**config.mk**
```make
export PLATFORM = sky130hd
export DESIGN_NAME = uart_debug_dumper
export DESIGN_NICKNAME = d
export VERILOG_FILES = /design/src/rtl/uart_debug_dumper_pkg.sv /design/src/rtl/dbg_cycle_counter.sv /design/src/rtl/uart_debug_dumper.sv
export SDC_FILE = /design/constraint.sdc
export NUM_CORES = 1
export LEC_CHECK = 0
export ABC_AREA = 1
export CAP_MARGIN = 20
export CORE_UTILIZATION = 59
export DETAILED_ROUTE_END_ITERATION = 10
export GPL_TIMING_DRIVEN = 0
export PLACE_DENSITY = 0.86
export SYNTH_ARGS = -nofsm -noshare
export SYNTH_HDL_FRONTEND = slang
export SYNTH_HIERARCHICAL = 1
export SYNTH_SLANG_ARGS = --single-unit
```
**constraint.sdc**
```tcl
create_clock -name clk -period 1.85 [get_ports clk]
set_clock_uncertainty 0.2 [all_clocks]
set_input_delay 0.2775 -clock clk [delete_from_list [all_inputs] [get_ports clk]]
set_output_delay 0.2775 -clock clk [all_outputs]
set_load 0.05 [all_outputs]
```
**src/rtl/uart_debug_dumper_pkg.sv**
```systemverilog
// Shared constants for the debug dumper: frame layout, header codes and FSM encoding.
package uart_debug_dumper_pkg;

  localparam logic [7:0] HDR_OK    = 8'hA5;
  localparam logic [7:0] HDR_DROP  = 8'hA7;
  localparam int         FRAME_LEN = 10;

  localparam logic [3:0] IDX_HDR    = 4'd0;
  localparam logic [3:0] IDX_PC_HI  = 4'd1;
  localparam logic [3:0] IDX_PC_LO  = 4'd2;
  localparam logic [3:0] IDX_ACC_HI = 4'd3;
  localparam logic [3:0] IDX_ACC_LO = 4'd4;
  localparam logic [3:0] IDX_CNT_B3 = 4'd5;
  localparam logic [3:0] IDX_CNT_B2 = 4'd6;
  localparam logic [3:0] IDX_CNT_B1 = 4'd7;
  localparam logic [3:0] IDX_CNT_B0 = 4'd8;
  localparam logic [3:0] IDX_CSUM   = 4'd9;

  typedef enum logic [1:0] {
    ST_IDLE = 2'd0,
    ST_LOAD = 2'd1,
    ST_WAIT = 2'd2
  } state_t;

  // XOR over the payload bytes (everything between header and checksum).
  function automatic logic [7:0] frame_checksum(input logic [15:0] pc,
                                                input logic [15:0] acc,
                                                input logic [31:0] cnt);
    return pc[15:8] ^ pc[7:0] ^ acc[15:8] ^ acc[7:0]
         ^ cnt[31:24] ^ cnt[23:16] ^ cnt[15:8] ^ cnt[7:0];
  endfunction

endpackage

```
**src/rtl/dbg_cycle_counter.sv**
```systemverilog
// Free-running 32-bit cycle counter; wraps naturally from all-ones to zero.
module dbg_cycle_counter (
  input  logic        clk,
  input  logic        rst_n,
  output logic [31:0] count
);

  logic [31:0] count_next;

  assign count_next = count + 32'd1;

  always_ff @(posedge clk or negedge rst_n) begin
    if (!rst_n) count <= 32'd0;
    else        count <= count_next;
  end

endmodule

```
**src/rtl/uart_debug_dumper.sv**
```systemverilog
// Snapshots PC/ACC/cycle count on each debug strobe and streams a 10-byte
// frame into a byte-wide UART TX with a start/done handshake.
module uart_debug_dumper
  import uart_debug_dumper_pkg::*;
#(
  parameter int AB = 11,
  parameter int DB = 16
) (
  input  logic          clk,
  input  logic          rst_n,
  input  logic          wr_uart,
  input  logic [AB-1:0] pc_in,
  input  logic [DB-1:0] acc_in,
  output logic [7:0]    tx_data,
  output logic          tx_start,
  input  logic          tx_done,
  output logic          busy,
  output logic          overrun
);

  // Handshake: tx_start is high for the single LOAD cycle with tx_data valid;
  // tx_data then holds until the TX answers with a one-cycle tx_done in WAIT.
  // tx_done seen in IDLE or LOAD carries no meaning and is ignored.

  state_t      state, state_next;
  logic [3:0]  idx, idx_next;
  logic [31:0] cycle_cnt;
  logic        capture, drop, drop_flag;
  logic [7:0]  snap_hdr, snap_csum, byte_sel;
  logic [15:0] snap_pc, snap_acc;
  logic [31:0] snap_cnt;

  dbg_cycle_counter u_cnt (
    .clk   (clk),
    .rst_n (rst_n),
    .count (cycle_cnt)
  );

  always_comb begin
    state_next = state;
    idx_next   = idx;
    capture    = 1'b0;
    case (state)
      ST_IDLE: begin
        if (wr_uart) begin
          capture    = 1'b1;
          state_next = ST_LOAD;
        end
      end
      ST_LOAD: state_next = ST_WAIT;
      ST_WAIT: begin
        if (tx_done) begin
          if (idx == 4'(FRAME_LEN - 1)) begin
            idx_next   = 4'd0;
            state_next = ST_IDLE;
          end else begin
            idx_next   = idx + 4'd1;
            state_next = ST_LOAD;
          end
        end
      end
      default: state_next = ST_IDLE;
    endcase
  end

  // Any strobe that cannot start a frame is lost, including the cycle of the final done.
  assign drop = wr_uart && (state != ST_IDLE);

  always_ff @(posedge clk or negedge rst_n) begin
    if (!rst_n) begin
      state     <= ST_IDLE;
      idx       <= 4'd0;
      drop_flag <= 1'b0;
      overrun   <= 1'b0;
      snap_hdr  <= 8'h00;
      snap_pc   <= 16'h0000;
      snap_acc  <= 16'h0000;
      snap_cnt  <= 32'd0;
      snap_csum <= 8'h00;
    end else begin
      state <= state_next;
      idx   <= idx_next;
      if (capture)   drop_flag <= 1'b0;
      else if (drop) drop_flag <= 1'b1;
      if (drop) overrun <= 1'b1;
      if (capture) begin
        snap_hdr  <= drop_flag ? HDR_DROP : HDR_OK;
        snap_pc   <= 16'(pc_in);
        snap_acc  <= 16'(acc_in);
        snap_cnt  <= cycle_cnt;
        snap_csum <= frame_checksum(16'(pc_in), 16'(acc_in), cycle_cnt);
      end
    end
  end

  always_comb begin
    byte_sel = 8'h00;
    case (idx)
      IDX_HDR:    byte_sel = snap_hdr;
      IDX_PC_HI:  byte_sel = snap_pc[15:8];
      IDX_PC_LO:  byte_sel = snap_pc[7:0];
      IDX_ACC_HI: byte_sel = snap_acc[15:8];
      IDX_ACC_LO: byte_sel = snap_acc[7:0];
      IDX_CNT_B3: byte_sel = snap_cnt[31:24];
      IDX_CNT_B2: byte_sel = snap_cnt[23:16];
      IDX_CNT_B1: byte_sel = snap_cnt[15:8];
      IDX_CNT_B0: byte_sel = snap_cnt[7:0];
      IDX_CSUM:   byte_sel = snap_csum;
      default:    byte_sel = 8'h00;
    endcase
  end

  assign tx_data  = (state == ST_IDLE) ? 8'h00 : byte_sel;
  assign tx_start = (state == ST_LOAD);
  assign busy     = (state != ST_IDLE);

endmodule

```
==> metrics.txt, run 1 <==
# TYPE chip_impl_metric gauge
chip_impl_metric{name="place.port_buffers",unit=""} 41
chip_impl_metric{name="total_switching_power",unit="mW"} 3.654
chip_impl_metric{name="grt_util_all_layers",unit="%"} 32.47
chip_impl_metric{name="firstDrtPassIters",unit=""} 5
chip_impl_metric{name="synth_largest_type_area_fraction",unit="%"} 44.78
chip_impl_metric{name="clkTransAtPathRegs",unit="ps"} 100
chip_impl_metric{name="worst_pin_slew",unit="ps"} 603.7
chip_impl_info{name="status",value="finished with violations"} 1
chip_impl_metric{name="comb_power_share",unit="%"} 43.9
chip_impl_info{name="violations",value="setup timing"} 1
chip_impl_metric{name="wl_per_cell",unit="um"} 15.78
chip_impl_metric{name="cellPowerDensity",unit="nW/um^2"} 1157
chip_impl_metric{name="die_width",unit="um"} 103.6
chip_impl_metric{name="async_flop_share",unit="%"} 100.0
chip_impl_metric{name="power.share.sequential",unit="%"} 38.2
chip_impl_metric{name="via_count",unit=""} 5780
chip_impl_metric{name="die_height",unit="um"} 103.6
chip_impl_metric{name="critical_path_arrival",unit="ps"} 1980
chip_impl_metric{name="worst-r2r-cell-count",unit=""} 6
chip_impl_metric{name="detailedRoute.firstIterationViolations",unit=""} 477
chip_impl_metric{name="synth.cell_area",unit="sq um"} 6091
chip_impl_metric{name="grt_overflow_total",unit=""} 0
chip_impl_info{name="yosys.cell_count.top_type",value="nand2_1"} 1
chip_impl_info{name="critPathCaptureType",value="primary output"} 1
chip_impl_info{name="cts_tree",value="done"} 1
chip_impl_metric{name="synth_edf_count",unit=""} 0
chip_impl_metric{name="power.clock.fraction",unit="%"} 17.9
chip_impl_metric{name="placedInstanceArea",unit="sq um"} 6774
chip_impl_metric{name="min_period_over_period",unit="%"} 132.9
chip_impl_metric{name="post-route-util",unit="%"} 74.52
chip_impl_metric{name="max_freq",unit="GHz"} 0.4067
chip_impl_metric{name="ys.warnings.count",unit=""} 6
chip_impl_metric{name="setup_viol_count_final",unit=""} 8
chip_impl_metric{name="drt-total-wl",unit="mm"} 16.76
chip_impl_metric{name="grt_antenna_before_repair",unit=""} 0
chip_impl_metric{name="final_critical_path_setup_slack",unit="ps"} -609.1
chip_impl_info{name="critPathKind",value="register to primary output"} 1
chip_impl_metric{name="ys_seq_area_share",unit="%"} 44.78
chip_impl_metric{name="htree_levels",unit=""} 3
chip_impl_metric{name="ir_drop_worst_vdd",unit="V"} 0.0009862
chip_impl_metric{name="synthesis.nets",unit=""} 876
chip_impl_metric{name="num_antenna_cells",unit=""} 0
chip_impl_metric{name="static-leakage-power",unit="nW"} 3.742
chip_impl_metric{name="p_int",unit="mW"} 4.890
chip_impl_metric{name="swShare",unit="%"} 42.77
chip_impl_metric{name="syn_inst",unit=""} 844
chip_impl_info{name="hold_path_class",value="input port to asynchronous set/reset pin"} 1
chip_impl_metric{name="worst_slew_margin_rel",unit="%"} 59.75
chip_impl_info{name="synth.cells.most_frequent",value="nand2_1 (359), dfrtp_1 (109), inv_1 (97)"} 1
chip_impl_metric{name="start_util",unit="%"} 61.46
chip_impl_metric{name="synth_cell_types",unit=""} 29
chip_impl_metric{name="detail_route.drc_violations",unit=""} 0
chip_impl_metric{name="cts.path.max_buffers",unit=""} 2
chip_impl_metric{name="overall_die_area",unit="sq um"} 10730
chip_impl_info{name="cp_startpoint_kind",value="register"} 1
chip_impl_info{name="synthFlopType",value="dfrtp_1"} 1
chip_impl_metric{name="fin_hold_ws",unit="ps"} 242.6
chip_impl_metric{name="drtAntennaViolNets",unit=""} 0
chip_impl_info{name="clk_root_buffer_cell",value="clkbuf_8"} 1
chip_impl_metric{name="area_delta_synth_final",unit="%"} 21.24
chip_impl_metric{name="drive_gt1_share",unit="%"} 15.50
chip_impl_metric{name="grt_pass1_vias",unit=""} 5587
chip_impl_metric{name="placer_s_final_routability_congestion_estimate",unit=""} 0.8677
chip_impl_metric{name="critical_path_peak_fanout",unit=""} 7
chip_impl_metric{name="placed_wire_length_estimate_after_detailed_placement",unit="mm"} 11.46
chip_impl_metric{name="synth-seq-cells",unit=""} 109
chip_impl_metric{name="drt-vias-per-instance",unit=""} 5.443
chip_impl_metric{name="placeableCoreArea",unit="sq um"} 9910
chip_impl_metric{name="cts_buffers",unit=""} 9
chip_impl_metric{name="grt_max_degree",unit=""} 68
chip_impl_metric{name="placementRows",unit=""} 36
chip_impl_metric{name="timing.final.crit_period",unit="ps"} 2459
chip_impl_metric{name="io-pin-count",unit=""} 42
chip_impl_metric{name="worst_ep_required_time",unit="ps"} 1370
chip_impl_metric{name="layout.nets",unit=""} 956
chip_impl_metric{name="post_synth.cell_area_avg",unit="sq um"} 7.217
chip_impl_metric{name="clock_insertion_delay_worst_skew",unit="ps"} 390
chip_impl_metric{name="drv_slew",unit=""} 0
chip_impl_metric{name="maxCapViolations",unit=""} 0
chip_impl_info{name="biggest_area_consumer_among_synthesized_cells",value="dfrtp_1"} 1
chip_impl_metric{name="timing_hold_violations_final",unit=""} 0
chip_impl_metric{name="tritoncts_num_sinks",unit=""} 109
chip_impl_info{name="grt_setup_unrepaired",value="yes"} 1
chip_impl_info{name="ys_top_cells_by_area",value="dfrtp_1 (45%), nand2_1 (22%), inv_1 (6.0%)"} 1
chip_impl_metric{name="first_pass_grt_wire_length",unit="mm"} 26.94
chip_impl_metric{name="design_area",unit="sq um"} 7385
[final timing paths]
kind | from | end | slack (ps)
min reg2reg | overrun$_DFFE_PN0P_ | overrun$_DFFE_PN0P_ | 280
min | rst_n | snap_acc[7]$_DFFE_PN0P_ | 240
min in group clk | overrun$_DFFE_PN0P_ | overrun$_DFFE_PN0P_ | 280
max reg2reg | state[1]$_DFFE_PN0P_ | snap_hdr[1]$_DFFE_PN0P_ | 60
max | idx[1]$_DFFE_PN0P_ | tx_data[6] | -610
max in group asynchronous | rst_n | u_cnt/count[0]$_DFF_PN0_ | 460
[placed cells by master (no fill, tap or decap), types with 8 or more instances in the layout]
cell             synthesis  routed
clkbuf_8                 0       9
buf_6                    2      18
buf_2                    7       8
nand2_1                359     350
nand2_2                  6      10
xor2_1                  11      11
dfrtp_1                109     105
nand3b_1                10      10
nor2_4                  13      19
inv_1                   97      94
clkdlybuf4s50_1          0      29
nor2_2                  11      10
nor2_1                  58      53
nand3_1                 53      51
buf_4                    0      16
xnor2_1                  9       9
o21ai_0                 59      54
[metal layers]
layer  part of all wire (%)  track usage [%]
met3                    7.3            5.286
met2                     48            53.55
met1                     41            40.94
met5                      0                0
met4                    4.0            17.60
[state kept, by name, summed over array words and instances, names as in the netlist]
name and count:
drop_flag 1, idx 4, overrun 1, snap_acc 16
snap_cnt 32, snap_csum 8, snap_hdr 2, snap_pc 11
state 2, u_cnt/count 32
[logic make-up after synthesis]
logic type,synth area share (%)
AOI/OAI and AO/OA,5.896
xor gates and xnor gates,3.410
adders and majority gates,0.2054
buffers and inverters,7.539
DFF,44.78
and+or+nand+nor,38.17
[per-stage QoR]
stage / power, mW / TNS (ps) / worst slack (ps) / instances
2_1_floorplan: 5.281 / -261.0 / -83.64 / 844
3_3_place_gp: 6.183 / -427270 / -3835 / 1018
3_5_place_dp: 6.252 / -11760 / -932.5 / 1019
4_1_cts: 8.223 / -4142 / -545.0 / 1057
5_1_grt: 8.961 / -5154 / -671.0 / 1062
6_report: 8.544 / -4680 / -609.1 / 1062
[cell type report]
type,count,area [sq um]
Multi-Input combinational cell,619,3095
Inverter,102,394.1
Tap cell,133,166.4
Timing Repair Buffer,69,709.4
Buffer,14,82.58
Clock buffer,9,123.9
Sequential cell,109,2733
Fill cell,730,2525
Clock inverter,7,80.08
[critical path: stages (launching register included)]
cell and delay (ps):
dfrtp_1 450, inv_2 140, nand2_4 90, nor2_4 270, buf_6 160, nand2_4 40
o21ai_2 60, nor2_2 60, a21oi_4 150, buf_6 170
[what timing repair did]
action | in CTS | in global routing
hold buffers | 1 | 0
setup buffers | 21 | 5
pin swaps | 11 | 9
hold endpoints to repair | 42 | 0
resized for setup | 100 | 28
endpoints found under the setup margin | 74 | 35
[power groups by stage]
stage	combinational, mW	clock, mW	sequential [mW]
4_1_cts	3.47	1.54	3.22
3_5_place_dp	3.00	0	3.25
3_3_place_gp	2.94	0	3.24
6_report	3.75	1.53	3.27
2_1_floorplan	2.10	0	3.18
5_1_grt	4.03	1.62	3.31
Power figures use the tool's default switching activity.
==> run 2: changes to the inputs <==
--- a/config.mk
+++ b/config.mk
@@ -5,12 +5,11 @@
 export SDC_FILE = /design/constraint.sdc
 export NUM_CORES = 1
 export LEC_CHECK = 0
-export ABC_AREA = 1
 export CAP_MARGIN = 20
 export CORE_UTILIZATION = 59
 export DETAILED_ROUTE_END_ITERATION = 10
 export GPL_TIMING_DRIVEN = 0
-export PLACE_DENSITY = 0.86
+export PLACE_DENSITY = 0.9
 export SYNTH_ARGS = -nofsm -noshare
 export SYNTH_HDL_FRONTEND = slang
 export SYNTH_HIERARCHICAL = 1
==> run 2 against run 1 <==
Effect of this change:
- the run still ends with setup timing left
- non-clock buffer count up 24
- die area down 8.2%
- final cell count down 24%
- hold slack better by 13 ps
- total power up 7.8%
- synthesized cell count down 29%
- global-route usage up 2.4 points
- via count down 17%
- highest routed layer unchanged
- register-to-register slack worse by 90 ps
- clock power about the same
==> metrics.txt, run 2 <==
# TYPE chip_impl_metric gauge
chip_impl_info{name="status",value="finished with violations"} 1
chip_impl_info{name="violations",value="setup timing"} 1
chip_impl_metric{name="timing.final.crit_period",unit="ps"} 2551
chip_impl_info{name="layout_top_registers",value="snap_cnt x32, u_cnt/count x32, snap_acc x16"} 1
chip_impl_metric{name="placementRows",unit=""} 35
chip_impl_metric{name="ys.warnings.count",unit=""} 6
chip_impl_info{name="crit_path_top_delay_cell",value="dfrtp_1"} 1
chip_impl_metric{name="design_area",unit="sq um"} 7157
chip_impl_metric{name="post_synth.cell_area_avg",unit="sq um"} 9.322
chip_impl_metric{name="grt_max_degree",unit=""} 63
chip_impl_metric{name="gr-usage-met1",unit="%"} 43.48
chip_impl_metric{name="placed_wire_length_estimate_after_detailed_placement",unit="mm"} 11.08
chip_impl_metric{name="drive_gt1_share",unit="%"} 25.50
chip_impl_metric{name="via_count",unit=""} 4803
chip_impl_metric{name="tritoncts_num_sinks",unit=""} 109
chip_impl_metric{name="first_pass_grt_wire_length",unit="mm"} 25.81
chip_impl_metric{name="detailedRoute.firstIterationViolations",unit=""} 303
chip_impl_info{name="synth.cells.most_frequent",value="nand2_1 (212), dfrtp_1 (109), xnor2_1 (58)"} 1
chip_impl_metric{name="wl_per_cell",unit="um"} 20.63
chip_impl_metric{name="drt-vias-per-instance",unit=""} 5.966
chip_impl_info{name="synthFlopType",value="dfrtp_1"} 1
chip_impl_metric{name="ir_drop_worst_vdd",unit="V"} 0.0005951
chip_impl_info{name="cts_tree",value="done"} 1
chip_impl_metric{name="reg2reg_slack",unit="ps"} -30
chip_impl_metric{name="crit_path_max_incr_delay",unit="ps"} 420
chip_impl_metric{name="cts.path.max_buffers",unit=""} 2
chip_impl_metric{name="die_height",unit="um"} 99.29
chip_impl_metric{name="synth-seq-cells",unit=""} 109
chip_impl_info{name="hold_path_class",value="input port to asynchronous set/reset pin"} 1
chip_impl_metric{name="grt_antenna_before_repair",unit=""} 0
chip_impl_info{name="sequence_of_cells_on_the_critical_path",value="buf_6 -> and2b_2 -> a222oi_1 -> a2bb2oi_2 -> o32ai_4 -> buf_6"} 1
chip_impl_metric{name="drt-total-wl",unit="mm"} 16.61
chip_impl_metric{name="async_flop_share",unit="%"} 100.0
chip_impl_metric{name="placer_s_final_routability_congestion_estimate",unit=""} 0.9671
chip_impl_info{name="cp_startpoint_kind",value="register"} 1
chip_impl_info{name="grt_peak_use_layer",value="met2"} 1
chip_impl_metric{name="synth_largest_type_area_fraction",unit="%"} 48.85
chip_impl_metric{name="clock_insertion_delay_worst_skew",unit="ps"} 380
chip_impl_metric{name="cellPowerDensity",unit="nW/um^2"} 1287
chip_impl_metric{name="synth_cell_types",unit=""} 54
chip_impl_metric{name="synthesis.nets",unit=""} 631
chip_impl_metric{name="placeableCoreArea",unit="sq um"} 9196
chip_impl_metric{name="grt_overflow_total",unit=""} 0
chip_impl_metric{name="drtAntennaViolNets",unit=""} 0
chip_impl_info{name="biggest_area_consumer_among_synthesized_cells",value="dfrtp_1"} 1
chip_impl_metric{name="post-route-util",unit="%"} 77.82
chip_impl_metric{name="io-pin-count",unit=""} 42
chip_impl_metric{name="static-leakage-power",unit="nW"} 3.427
chip_impl_info{name="worst_path_dominant_cell_family",value="compound AO/OA/AOI/OAI gates"} 1
chip_impl_metric{name="synth_edf_count",unit=""} 0
chip_impl_metric{name="timing_hold_violations_final",unit=""} 0
chip_impl_metric{name="drv_slew",unit=""} 0
chip_impl_metric{name="cts_buffers",unit=""} 9
chip_impl_metric{name="detail_route.drc_violations",unit=""} 0
chip_impl_metric{name="clkTransAtPathRegs",unit="ps"} 110
chip_impl_metric{name="htree_levels",unit=""} 3
chip_impl_info{name="leading_cell_types_in_the_layout_fill_and_taps_excluded",value="nand2_1 (209), dfrtp_1 (85), xnor2_1 (58)"} 1
chip_impl_metric{name="placedInstanceArea",unit="sq um"} 6345
chip_impl_metric{name="crit_buf_inv",unit=""} 2
chip_impl_metric{name="overall_die_area",unit="sq um"} 9858
chip_impl_metric{name="worst_path_depth",unit=""} 6
chip_impl_metric{name="worst_ep_required_time",unit="ps"} 1370
chip_impl_metric{name="final_critical_path_setup_slack",unit="ps"} -700.5
chip_impl_metric{name="syn_inst",unit=""} 599
chip_impl_metric{name="grt_pass1_vias",unit=""} 4901
chip_impl_info{name="critPathCaptureType",value="primary output"} 1
chip_impl_metric{name="critical_path_arrival",unit="ps"} 2070
chip_impl_metric{name="start_util",unit="%"} 60.72
chip_impl_metric{name="place.port_buffers",unit=""} 41
chip_impl_info{name="worst_path_most_repeated_cell",value="buf_6"} 1
chip_impl_metric{name="worst_pin_slew",unit="ps"} 652.4
chip_impl_metric{name="area_delta_synth_final",unit="%"} 28.16
chip_impl_metric{name="layout.nets",unit=""} 721
chip_impl_metric{name="post-layout-total-power",unit="mW"} 9.208
chip_impl_info{name="ys_top_cells_by_area",value="dfrtp_1 (49%), nand2_1 (14%), xnor2_1 (9.1%)"} 1
chip_impl_info{name="yosys.cell_count.top_type",value="nand2_1"} 1
chip_impl_metric{name="ys_seq_area_share",unit="%"} 48.85
chip_impl_metric{name="firstDrtPassIters",unit=""} 7
chip_impl_metric{name="grt_util_all_layers",unit="%"} 34.83
chip_impl_metric{name="max_freq",unit="GHz"} 0.3921
chip_impl_metric{name="min_period_over_period",unit="%"} 137.9
chip_impl_metric{name="die_width",unit="um"} 99.29
chip_impl_info{name="critPathKind",value="register to primary output"} 1
chip_impl_metric{name="worst-r2r-cell-count",unit=""} 5
chip_impl_metric{name="setup_total_negative_slack",unit="ps"} -5012
chip_impl_metric{name="setup_viol_count_final",unit=""} 10
chip_impl_metric{name="critical_path_peak_fanout",unit=""} 5
chip_impl_metric{name="met3_grt_util",unit="%"} 5.973
chip_impl_info{name="commonest_non_fill_non_tap_cell_in_the_layout",value="nand2_1"} 1
chip_impl_info{name="worst_r2r_endpoint",value="u_cnt/count[31]$_DFF_PN0_"} 1
chip_impl_info{name="worst_setup_path_startpoint",value="idx[1]$_DFFE_PN0P_"} 1
chip_impl_metric{name="num_antenna_cells",unit=""} 0
chip_impl_info{name="rr_startpoint",value="u_cnt/count[0]$_DFF_PN0_"} 1
chip_impl_info{name="grt_setup_unrepaired",value="yes"} 1
chip_impl_metric{name="globalRouteMet2Util",unit="%"} 58.92
chip_impl_info{name="clk_root_buffer_cell",value="clkbuf_8"} 1
chip_impl_metric{name="worst_slew_margin_rel",unit="%"} 56.50
chip_impl_metric{name="synth.cell_area",unit="sq um"} 5584
chip_impl_metric{name="maxCapViolations",unit=""} 0
[run 2: timing repair]
action	4_1_cts	5_1_grt
pin swaps	5	16
setup buffers	21	15
hold buffers	1	0
endpoints found under the hold margin	47	0
setup endpoints to repair	59	67
resized for setup	117	46
cloned	1	1
[run 2: worst max path at each step]
stage                                     end  slack, ps
finish                             tx_data[1]       -700
global route                       tx_data[1]       -750
CTS                                tx_data[1]       -630
detailed placement                 tx_data[1]      -1080
global placement    u_cnt/count[22]$_DFF_PN0_      -3640
floorplan                          tx_data[0]       -220
[run 2: worst reg2reg max path, cell delays in order, from the launching register on]
cell and delay, ps:
dfrtp_2 430, nand4_1 180, buf_4 190, or3_4 430
nor4_4 210, xor2_1 180
[run 2: final cells by class]
cell class / instances / area [sq um]
clock inverters: 6 / 81.33
plain buffers: 27 / 198.9
inverters: 8 / 30.03
clock buffers: 10 / 127.6
repair buffers: 80 / 739.5
flip-flops and latches: 109 / 2758
multi-input cells: 454 / 3083
fillers: 589 / 2039
well taps: 111 / 138.9
[run 2: kinds of logic after synthesis]
family	count (synthesis)	share of synthesized area [%]
simple gates	296	24.33
flops	109	48.85
xor+xnor	83	13.02
compound gates	61	7.664
buf+inv	37	3.406
mux	12	2.509
fa+ha+maj	1	0.2240
[run 2: report_power, final]
group	internal (mW)	leakage, nW	total, mW	switching, mW
clock network	0.652	0.0978	1.52	0.870
logic	1.77	1.95	4.35	2.58
registers	2.90	1.38	3.34	0.438
[run 2: layer usage]
layer  part of all wire [%]  up-vias  routed length (um)
li1                       -     2162                   -
met1                     40     2359                6599
met2                     50      227                8314
met3                    5.6       55                 928
met4                    4.6        0                 770
met5                      0        -                   0
[run 2: stage by stage]
| stage | worst slack, ps | cells | hold slack (ps) |
|---|---|---|---|
| 4_1_cts | -633.7 | 791 | 263.1 |
| 2_1_floorplan | -223.9 | 599 | -218.1 |
| 5_1_grt | -748.3 | 805 | 266.3 |
| 6_report | -700.5 | 805 | 255.7 |
| 3_5_place_dp | -1082 | 752 | 143.7 |
| 3_3_place_gp | -3637 | 751 | 238.2 |
